[config.mk]
export PLATFORM = sky130hd
export DESIGN_NAME = e06_input_sequencer
export DESIGN_NICKNAME = d
export VERILOG_FILES = /design/src/rtl/e06_input_sequencer.sv
export SDC_FILE = /design/constraint.sdc
export NUM_CORES = 1
export LEC_CHECK = 0
export CELL_PAD_IN_SITES_DETAIL_PLACEMENT = 0
export CELL_PAD_IN_SITES_GLOBAL_PLACEMENT = 1
export CORE_MARGIN = 2
export CORE_UTILIZATION = 40
export DETAILED_ROUTE_END_ITERATION = 6
export GPL_TIMING_DRIVEN = 0
export HOLD_SLACK_MARGIN = 0.03
export PLACE_DENSITY_LB_ADDON = 0.1
export SLEW_MARGIN = 5
export SYNTH_ARGS = -nofsm -noshare
export SYNTH_HDL_FRONTEND = slang
export SYNTH_SLANG_ARGS = --single-unit
[constraint.sdc]
create_clock -name clk -period 1.4 [get_ports clk]
set_input_delay 0.21 -clock clk [delete_from_list [all_inputs] [get_ports clk]]
set_output_delay 0.21 -clock clk [all_outputs]
set_load 0.02 [all_outputs]
[src/rtl/e06_input_sequencer.sv]
// Stimulus source for the E06 4-bit block: debounced switches (MANUAL) or a
// free-running 0..15 sweep (AUTO), presented as a registered 4-bit code.
module e06_input_sequencer #(
  parameter int unsigned DEBOUNCE_CYCLES = 16,
  parameter int unsigned STEP_CYCLES     = 8
) (
  input  logic       clk,
  input  logic       rst_n,
  input  logic [3:0] sw,
  input  logic       auto_en,
  output logic       a,
  output logic       b,
  output logic       c,
  output logic       d,
  output logic [3:0] code,
  output logic       upd,
  output logic       wrap
);

  localparam int unsigned CNT_W  = (DEBOUNCE_CYCLES > 1) ? $clog2(DEBOUNCE_CYCLES) : 1;
  localparam int unsigned TICK_W = (STEP_CYCLES > 1) ? $clog2(STEP_CYCLES) : 1;
  localparam logic [CNT_W-1:0]  CNT_LAST  = CNT_W'(DEBOUNCE_CYCLES - 1);
  localparam logic [TICK_W-1:0] TICK_LAST = TICK_W'(STEP_CYCLES - 1);

  typedef enum logic {
    ST_MANUAL = 1'b0,
    ST_AUTO   = 1'b1
  } state_t;

  logic [3:0]        r_sw_s1;
  logic [3:0]        r_sw_s2;
  logic              r_auto_s1;
  logic              r_auto_s2;
  logic [3:0]        r_stable;
  logic [CNT_W-1:0]  r_db_cnt [4];
  state_t            r_state;
  logic [TICK_W-1:0] r_tick;
  logic [3:0]        r_code;
  logic              r_upd;
  logic              r_wrap;
  logic [3:0]        w_code_inc;

  assign w_code_inc = r_code + 4'd1;

  // Two-flop synchronizers for the asynchronous switch and mode inputs
  always_ff @(posedge clk or negedge rst_n) begin
    if (!rst_n) begin
      r_sw_s1   <= '0;
      r_sw_s2   <= '0;
      r_auto_s1 <= 1'b0;
      r_auto_s2 <= 1'b0;
    end else begin
      r_sw_s1   <= sw;
      r_sw_s2   <= r_sw_s1;
      r_auto_s1 <= auto_en;
      r_auto_s2 <= r_auto_s1;
    end
  end

  // Per-bit debounce: accept a new level after DEBOUNCE_CYCLES consecutive mismatches
  always_ff @(posedge clk or negedge rst_n) begin
    if (!rst_n) begin
      r_stable <= '0;
      for (int i = 0; i < 4; i++) begin
        r_db_cnt[i] <= '0;
      end
    end else begin
      for (int i = 0; i < 4; i++) begin
        if (r_sw_s2[i] != r_stable[i]) begin
          if (r_db_cnt[i] == CNT_LAST) begin
            r_stable[i] <= r_sw_s2[i];
            r_db_cnt[i] <= '0;
          end else begin
            r_db_cnt[i] <= r_db_cnt[i] + CNT_W'(1);
          end
        end else begin
          r_db_cnt[i] <= '0;
        end
      end
    end
  end

  // Mode FSM and code register; a mode change always takes priority over a step
  always_ff @(posedge clk or negedge rst_n) begin
    if (!rst_n) begin
      r_state <= ST_MANUAL;
      r_tick  <= '0;
      r_code  <= '0;
      r_upd   <= 1'b0;
      r_wrap  <= 1'b0;
    end else begin
      r_wrap <= 1'b0;
      unique case (r_state)
        ST_MANUAL: begin
          r_tick <= '0;
          if (r_auto_s2) begin
            r_state <= ST_AUTO;
            r_code  <= '0;
            r_upd   <= (r_code != 4'd0);
          end else begin
            r_code <= r_stable;
            r_upd  <= (r_stable != r_code);
          end
        end
        ST_AUTO: begin
          if (!r_auto_s2) begin
            r_state <= ST_MANUAL;
            r_tick  <= '0;
            r_code  <= r_stable;
            r_upd   <= (r_stable != r_code);
          end else if (r_tick == TICK_LAST) begin
            r_tick <= '0;
            r_code <= w_code_inc;
            r_upd  <= 1'b1;
            r_wrap <= (r_code == 4'hF);
          end else begin
            r_tick <= r_tick + TICK_W'(1);
            r_upd  <= 1'b0;
          end
        end
        default: begin
          r_state <= ST_MANUAL;
          r_upd   <= 1'b0;
        end
      endcase
    end
  end

  assign code = r_code;
  assign a    = r_code[3];
  assign b    = r_code[2];
  assign c    = r_code[1];
  assign d    = r_code[0];
  assign upd  = r_upd;
  assign wrap = r_wrap;

endmodule

## After elaboration in Yosys (flattened, before gate mapping)

Cells that the tools add are included.
Widths: inputs -> output; s select.

| storage, ports and cells | value |
|---|---|
| word-level logic and storage cells | 64 |
| flip-flop bits (word level) | 40 |
| output and inout bits | 10 |
| bits of input ports | 7 |

| cells by class | value |
|---|---|
| reductions and logical operators | 5 |
| eq/ne operators | 12 |
| multiplexer cells | 23 |
| add/sub/neg operators | 6 |
| bitwise operators | 1 |

Operator list:

| operator | number |
|---|---|
| $mux 4 | 11 |
| $add 4x1->4 const B | 5 |
| $eq 4x4->1 const B | 5 |
| $pmux 4 s2 | 1 |
| $reduce_and 2->1 | 4 |
| $mux 1 | 7 |
| $mux 3 | 2 |
| $pmux 3 s2 | 1 |
| $ne 1x1->1 | 4 |
| $ne 4x4->1 | 1 |
| $reduce_bool 4->1 | 1 |
| $add 3x1->3 const B | 1 |
| $eq 3x3->1 const B | 1 |
| $ne 3x2->1 const B | 1 |
| $pmux 1 s2 | 1 |
| $not 1->1 | 1 |

## Depth between registers and ports, before layout

| depth | value |
|---|---|
| depth after elaboration | 4 |
| depth in mapped cells | 6 |
| gate-level depth less buffers | 5 |

## Least setup slack after synthesis

No wires, ideal clock.

| path | value |
|---|---|
| path type | flip-flop to flip-flop |
| from | reg r_tick[0] |
| to | reg r_code[3] (netlist: code[3]) |
| data required time | 1.270 ns |
| buffers on the path | 1 |
| library setup time | 0.130 ns |
| stages on the path, launching flop included | 7 |
| clock period less this slack | 1.334 ns |
| arrival time | 1.203 ns |
| slack | 0.066 ns |
| path through | dfrtp_1 -> ha_1 -> ha_1 -> clkbuf_2 -> nand4_1 -> xor2_1 -> o22ai_2 |

| on the way | value |
|---|---|
| longest elaborated chain between the ends | 2 |

RTL lines:

| item | RTL line | RTL |
|---|---|---|
| start: declaration | 37 | `logic [TICK_W-1:0] r_tick;` |
| start signal: assignment | 117 | `r_tick <= r_tick + TICK_W'(1);` |
| $eq 3x3->1 | 111 | `end else if (r_tick == TICK_LAST) begin` |
| $ne 3x2->1 (no line) | - |  |
| end signal: assignment | 101 | `r_code <= r_stable;` |
| end signal: assignment | 109 | `r_code <= r_stable;` |
| end signal: assignment | 113 | `r_code <= w_code_inc;` |
| end: declaration | 38 | `logic [3:0] r_code;` |

No other way between the ends.
A chain may end at the register's enable or synchronous reset.

## Worst setup path in the final report

| path | value |
|---|---|
| from | reg r_code[0] (netlist: code[0]) |
| to | out code[0] |

RTL lines:

| item | RTL line | RTL |
|---|---|---|
| end: declaration | 15 | `output logic [3:0] code,` |

No word-level cell between the ends.

==> results.txt <==
Global-route wire length before repair: 4890 µm
Worst setup startpoint: code[0]$_DFFE_PN0P_
Clock sink count: 40
Distinct cell type count of the synthesized netlist: 24
RSZ-0062 raised after global routing: no
Final hold vios: 0
# DRC: 0
Die area: 4750 µm²
Syn Nets: 148
Routed wl met3: 125 µm
Final setup vio count: 0
Initial core utilization: 41.8%
Drt first pass iters: 4
Root buffer cell: clkbuf_8
Chip Height: 68.9 µm
Post-layout power: 0.00228 W
Fill cells: 363
Minimum clock period: 1.35 ns
Core ar.: 4030 µm²
Reg2reg start: r_tick[0]$_DFF_PN0_
Commonest non-fill, non-tap cell in the layout: dfrtp_1
Syn Area/Cell: 12.7 µm²
CP max stage delay: 0.42 ns
Vias in the first global route: 1081
Cells after Synth: 133
Crit Path Category: flip-flop to output port
IO Pins: 17
Largest net degree at the start of global routing: 40
Non-filler instance count after layout: 211
I/O Buffers: 16
Via count: 1037
Layout cells sized above 1: 20.5%
Final Core Density: 50.9%
Final setup skew: 0.00496 ns
Post-placement setup slack: -0.0490 ns
Worst R2R End: code[3]$_DFFE_PN0P_
CTS Buffer Depth: 2
Rel. slew slack: 73.0%
Detail-routed net length per standard cell: 12.6 µm
Most frequent cells in the layout: dfrtp_1, xnor2_1, inv_1
Synthesized area: 1680 µm²
Initial antenna violation count: 0
Rows: 23
Arr. time, crit path: 1.14 ns
Worst path cell trace: buf_4 > dlygate4sd2_1
Final period utilization: 96.3%
Status: finished, final reports clean
H-tree depth: 2
Avg Vias per Cell: 4.91
Final #Nets: 175
Worst EP required: 1.19 ns
R2R depth: 5
Clk_lat worst skew: 0.28 ns
Metal-1 WL: 1170 µm
Placer Congestion: 0.711
GRT Total Usage: 14.4%
Drt total wl: 2660 µm
R2R setup slack: 0.11 ns
Achievable frequency: 742 MHz
Critical Path Sink Type: output port
Critical Path End: code[0]
Fin. max-slew vios: 0
Slew @ Worst Pin: 0.403 ns
Clock Pin Slew Worst Setup and Hold Paths: 0.07 ns
Placed cells: 200
Total negative slack: 0 ns
Critical path launch point type: flip-flop
Total global routing overflow: 0
FF+latch count, synth: 40
Number of buffers created by CTS: 5
Seq/Total Area, Yosys: 59.4%
Static leakage: 0.931 nW
Top layer used by detailed routing: met4
CP max-delay cell: dfrtp_2
Pwr dens: 1110 nW/µm²
Final ANT Viol Nets: 0
DP Wirelength: 1810 µm
Worst-path fanout max: 3
TritonCTS clock tree: done
Antenna diode count: 0
Die X-Extent: 68.9 µm
Min setup slack post-route: 0.0518 ns
Worst hold path class: input port to async pin
Met2 WL: 1310 µm
Iter 0 DRT Violations: 40
IR drop worst, VDD: 638 µV
Area growth, synth to finish: 21.8%
Max-cap violation count: 0
Ys Warns: 0
synth_stat cells:
cell,instances,area (µm²)
mux2_2,4,45.0
o21a_1,1,7.51
o22ai_1,3,18.8
xnor2_1,13,114
nand4b_1,4,35.0
nor4b_2,1,15.0
dfrtp_1,40,1000
buf_4,5,37.5
clkbuf_2,1,5.00
mux2i_1,1,10.0
a21oi_1,8,40.0
inv_1,10,37.5
xor2_1,2,17.5
nand2_1,3,11.3
nor2b_1,5,31.3
and3_1,2,12.5
o22ai_2,1,12.5
nand3_1,4,20.0
o21ai_0,5,25.0
ha_1,8,100
nor3b_2,4,50.1
nor3_1,2,10.0
nand4_1,2,12.5
nor2_1,4,15.0
sequential cells by signal, indices dropped and copies added, names as in the netlist:
signal / flops
code: 4
r_auto_s1: 1
r_auto_s2: 1
r_db_cnt: 16
r_stable: 4
r_state: 1
r_sw_s1: 4
r_sw_s2: 4
r_tick: 3
upd: 1
wrap: 1
through the flow:
step	hold slack (ns)	cell area, µm²
floorplan	-0.0856	1680
global placement	0.334	1910
detailed placement	0.00857	1920
CTS	0.244	2050
global route	0.249	2050
finish	0.247	2050
worst max-delay path, delay by kind of cell (launching register included):
family,cells,cell delay [ns]
DFF,1,0.42
buffers and inverters,2,0.44
how the worst min path moves through the flow:
stage / start / to / cells after the start
finish: rst_n / r_db_cnt[8]$_DFF_PN0_ / 2
global route: rst_n / r_db_cnt[8]$_DFF_PN0_ / 2
CTS: rst_n / r_db_cnt[8]$_DFF_PN0_ / 2
detailed placement: rst_n / r_db_cnt[8]$_DFF_PN0_ / 1
global placement: r_sw_s1[0]$_DFF_PN0_ / r_sw_s2[0]$_DFF_PN0_ / 0
floorplan: rst_n / code[0]$_DFFE_PN0P_ / 0
cell families after synthesis:
| kind of cell | share of synthesized area (%) |
|---|---|
| fa+ha+maj | 5.94 |
| simple gates | 12.6 |
| buf+inv | 4.76 |
| mux | 3.27 |
| xor+xnor | 7.80 |
| compound gates | 6.17 |
| flops | 59.4 |
per-layer routing:
metal / track usage, % / vias to the layer above
met2: 23.1 / 20
met4: 8.82 / 0
met5: 0 / -
met1: 17.4 / 511
met3: 3.41 / 5
li1: - / 501
layout make-up:
cell class                 instances  area [µm²]  area share (%)
timing repair buffer              21         195            9.51
buffer                             5        37.5            1.83
clock inverter                     2        35.0            1.71
tap                               50        62.6            3.05
inverter                          10        37.5            1.83
clock buffer                       6        72.6            3.54
sequential                        40        1010            49.0
multi-input combinational         77         606            29.5
timing repair:
item | CTS | global route
setup endpoints to repair | 12 | 4
resized for setup | 15 | 3
hold buffers | 1 | 0
endpoints found under the hold margin | 40 | 0
buffers inserted | 3 | 0
cloned | 0 | 0
power by group:
| part | total, W | switching (W) | internal (W) |
|---|---|---|---|
| Combinational | 0.000137 | 0.0000676 | 0.0000698 |
| Sequential | 0.00124 | 0.0000398 | 0.00120 |
| Clock | 0.000901 | 0.000373 | 0.000529 |
No activity file was read; power rests on OpenSTA's default activity.
